## config.mk

```make
export PLATFORM = sky130hd
export DESIGN_NAME = soustracteur_serie_8bit
export DESIGN_NICKNAME = d
export VERILOG_FILES = /design/src/rtl/soustracteur_serie_8bit.sv
export SDC_FILE = /design/constraint.sdc
export NUM_CORES = 1
export LEC_CHECK = 0
export BUFFER_PORTS_ARGS = -buffer_cell sky130_fd_sc_hd__buf_4
export CORE_MARGIN = 2
export CORE_UTILIZATION = 40
export DETAILED_ROUTE_END_ITERATION = 12
export SYNTH_ARGS = -nofsm -noshare
export SYNTH_HDL_FRONTEND = slang
export SYNTH_SLANG_ARGS = --single-unit
```

## constraint.sdc

```tcl
create_clock -name clk -period 1.6 [get_ports clk]
set_input_delay 0.08 -clock clk [delete_from_list [all_inputs] [get_ports clk]]
set_output_delay 0.08 -clock clk [all_outputs]
set_load 0.02 [all_outputs]
```

## src/rtl/soustracteur_serie_8bit.sv

```systemverilog
// Bit-serial 8-bit subtractor: s = a - b - rin, one bit per clock, LSB first.
// A single borrow flip-flop carries the borrow between bits. Results (s, rout,
// ovf) are registered and only change when the DONE state is entered or on reset.
//
// Handshake: start is sampled on a rising edge while the block is in IDLE or DONE.
// When it is accepted, busy is high for the next 8 cycles. done is then high for
// exactly one cycle, and s/rout/ovf are valid from that cycle on. While busy is
// high, start, a, b and rin are ignored.
module soustracteur_serie_8bit (
    input  logic       clk,
    input  logic       rst,
    input  logic       start,
    input  logic [7:0] a,
    input  logic [7:0] b,
    input  logic       rin,
    output logic [7:0] s,
    output logic       rout,
    output logic       ovf,
    output logic       busy,
    output logic       done
);

    localparam logic [1:0] IDLE    = 2'd0;
    localparam logic [1:0] COMPUTE = 2'd1;
    localparam logic [1:0] DONE    = 2'd2;

    logic [1:0] state;
    logic [7:0] sh_a;
    logic [7:0] sh_b;
    logic [7:0] res;
    logic       br;
    logic [2:0] cnt;
    logic       a7;
    logic       b7;

    logic       ai;
    logic       bi;
    logic       d;
    logic       br_next;
    logic [7:0] res_next;

    // One full-subtractor bit slice on the current LSBs of the operand shift registers
    always_comb begin
        ai       = sh_a[0];
        bi       = sh_b[0];
        d        = ai ^ bi ^ br;
        br_next  = (~ai & bi) | (~(ai ^ bi) & br);
        res_next = {d, res[7:1]};
    end

    // FSM, operand shifting, borrow chain and result registers
    always_ff @(posedge clk) begin
        if (rst) begin
            state <= IDLE;
            sh_a  <= 8'd0;
            sh_b  <= 8'd0;
            res   <= 8'd0;
            br    <= 1'b0;
            cnt   <= 3'd0;
            a7    <= 1'b0;
            b7    <= 1'b0;
            s     <= 8'd0;
            rout  <= 1'b0;
            ovf   <= 1'b0;
        end else begin
            case (state)
                IDLE, DONE: begin
                    if (start) begin
                        sh_a  <= a;
                        sh_b  <= b;
                        br    <= rin;
                        // Sign bits are kept aside because the shift registers lose them
                        a7    <= a[7];
                        b7    <= b[7];
                        cnt   <= 3'd0;
                        state <= COMPUTE;
                    end else begin
                        state <= IDLE;
                    end
                end
                COMPUTE: begin
                    sh_a <= sh_a >> 1;
                    sh_b <= sh_b >> 1;
                    br   <= br_next;
                    res  <= res_next;
                    cnt  <= cnt + 3'd1;
                    if (cnt == 3'd7) begin
                        state <= DONE;
                        s     <= res_next;
                        rout  <= br_next;
                        ovf   <= (a7 ^ b7) & (res_next[7] ^ a7);
                    end
                end
                default: state <= IDLE;
            endcase
        end
    end

    assign busy = (state == COMPUTE);
    assign done = (state == DONE);

endmodule

```

==> flow_metrics.env <==
export IMPL_nFillCells=388
export IMPL_viasPerCell=4.89
export IMPL_htreeDepth=2
export IMPL_drc=0
export IMPL_ioPinCount=32
export IMPL_start_util=0.414
export IMPL_synth_top_area_share=0.499
export IMPL_grt_max_degree=42
export IMPL_first_global_vias=1197
export IMPL_grt_setup_unrepaired="no"
export IMPL_min_from="a[3]"
export IMPL_grt_pass1_wl_um=5280
export IMPL_syn_avg_cell_area_sq_um=8.18
export IMPL_layout_commonest_cell="nand2_1"
export IMPL_worst_pin_slew_ps=414
export IMPL_skew_ps=3.81
export IMPL_critPathMaxStageDelay_ps=470
export IMPL_avgRoutedWirePerCell_um=11.3
export IMPL_setup_viol=0
export IMPL_end_kind="register"
export IMPL_yosys_area_top_type="dfxtp_1"
export IMPL_dr_pass1_iters=4
export IMPL_io_buffer_count=31
export IMPL_cp_required_ps=1810
export IMPL_cts_root_buf="clkbuf_8"
export IMPL_ant_nets=0
export IMPL_core_area_sq_um=3970
export IMPL_grt_total_usage=0.154
export IMPL_fmax_ghz=0.652
export IMPL_fin_crit_sh=0.959
export IMPL_path_cells="inv_1, fa_1, or3b_4, a311oi_1"
export IMPL_drt_iter0_drc=79
export IMPL_cts_buffer_depth=2
export IMPL_worstSkewPairLatency_ps=290
export IMPL_ctsHoldBuffers=0
export IMPL_reg2reg_from="sh_b[0]$_SDFFE_PP0P_"
export IMPL_final_cell_mix="nand2_1 (64), dfxtp_1 (40), buf_4 (35), a21oi_1 (23), nor2_1 (18)"
export IMPL_dieWidth_um=68.1
export IMPL_outcome="finished clean"
export IMPL_yosys_warnings=0
export IMPL_ys_ff_latch=41
export IMPL_place_gp_congestion=0.728
export IMPL_grt_overflow_total=0
export IMPL_dpl_hpwl_um=2050
export IMPL_maxSlewViolCount=0
export IMPL_slew_headroom=0.724
export IMPL_synthToLayoutAreaGrowth_pct=25.0
export IMPL_final_nets=252
export IMPL_clkSinkCount=41
export IMPL_slowest_stage="fa_1"
export IMPL_path_max_fanout=2
export IMPL_multi_input_area_sq_um=723
export IMPL_fin_tns_setup_ps=0
export IMPL_syn_area_sq_um=1640
export IMPL_arrival_ps=1740
export IMPL_yosys_top_cells_area="dfxtp_1 (50%), nand2_1 (15%), a311oi_1 (8.0%)"
export IMPL_die_h_um=68.1
export IMPL_seq_area_frac_synth=0.499
export IMPL_post_route_util=0.518
export IMPL_p_leak_uw=0.000818
export IMPL_hold_class="in -> reg"
export IMPL_fin_crit_ps=1530
export IMPL_powerDensity_nw_per_um2=1140
export IMPL_synthCells=201
export IMPL_synthDistinctLibCells=22
export IMPL_max_cap_viol_count=0
export IMPL_post_cts_buffers=0
export IMPL_diodes=0
export IMPL_antenna_found_initial=0
export IMPL_crit_type="reg -> reg"
export IMPL_fin_cells=280
export IMPL_irDropWorstVdd_mv=0.606
export IMPL_layout_area_seq_sq_um=822
export IMPL_die_area_sq_um=4640
export IMPL_syn_nets=224
export IMPL_startpoint_type="register"
export IMPL_tritoncts="yes"
export IMPL_drive_gt1_frac=0.213
export IMPL_path_clk_slew_ps=80
export IMPL_critPathLaunch="sh_b[0]$_SDFFE_PP0P_"
export IMPL_wl_um=3150
export IMPL_cts_repair_resized=0
export IMPL_cts_made_buffers=5
export IMPL_hold_viol=0
export IMPL_vias=1370
export IMPL_power_total_uw=2340
export IMPL_rows=23
export IMPL_place_inst=272
[cells by family (layout without fill, tap and decap cells)]
| group | after synthesis | in the layout | share of synthesized area |
|---|---|---|---|
| AND/OR/NAND/NOR | 97 | 97 | 0.246 |
| adder cells (fa/ha/maj) | 3 | 3 | 0.0274 |
| buffers and inverters | 19 | 48 | 0.0632 |
| flip-flops | 41 | 41 | 0.499 |
| AO/OA/AOI/OAI | 41 | 41 | 0.164 |
[registers in the layout, summed over array words and instances, names as in the netlist, 2 cells and up]
signal / count
cnt: 3
res: 7
s: 8
sh_a: 8
sh_b: 8
state: 2
[power breakdown]
part | internal (uW) | switching, uW | total, uW | leakage (uW)
Sequential | 1070 | 28.8 | 1100 | 0.000335
Combinational | 122 | 135 | 256 | 0.000415
Clock | 620 | 359 | 978 | 0.0000681
Total | 1810 | 522 | 2340 | 0.000818
[cells in the mapped netlist]
cell type / count
dfxtp_1: 41
nand2_1: 64
buf_6: 1
ha_1: 2
buf_4: 5
a2bb2oi_1: 1
a21oi_1: 23
a211oi_1: 1
buf_2: 5
nand2b_2: 1
fa_1: 1
nand3_1: 6
and3b_1: 1
nor2b_1: 2
a311oi_1: 15
nand3b_1: 2
clkbuf_1: 5
nor2_1: 18
nand2b_1: 2
o21a_1: 1
or3b_2: 1
inv_1: 3
[worst paths after layout]
path	end	slack [ps]	depth (start not counted)
setup / recovery	ovf$_SDFFE_PP0P_	70	4
setup reg to reg	ovf$_SDFFE_PP0P_	70	4
hold / removal	sh_a[3]$_SDFFE_PP0P_	60	3
hold reg to reg	s[0]$_SDFFE_PP0P_	460	2
[worst max-delay path: cells and delay by family (launching register included)]
| family | cells | cell delay, ps |
|---|---|---|
| simple gates | 1 | 380 |
| flops | 1 | 330 |
| fa+ha+maj | 1 | 470 |
| buf+inv | 1 | 50 |
| compound gates | 1 | 240 |
[metrics by stage]
step	hold WS [ps]	setup WS, ps	area (sq um)
after global placement	352	82.4	1920
after detailed placement	361	58.9	1920
after CTS	48.0	50.1	2050
after floorplan	239	67.8	1650
final	55.3	65.4	2060
after global routing	48.8	0.348	2060
[layout make-up]
type / instances / share of cell area
multi-input cells: 141 / 0.352
inverters: 3 / 0.00548
repair buffers: 37 / 0.147
clock inverters: 3 / 0.0316
flip-flops and latches: 41 / 0.400
clock buffers: 5 / 0.0335
well taps: 50 / 0.0304
[metal layers]
layer	vias up	track usage	share of wire
met4	0	0.0825	0.021
li1	731	-	-
met3	7	0.0444	0.047
met5	-	0	0
met1	604	0.197	0.51
met2	28	0.234	0.42
No activity file was read; power rests on OpenSTA's default activity.
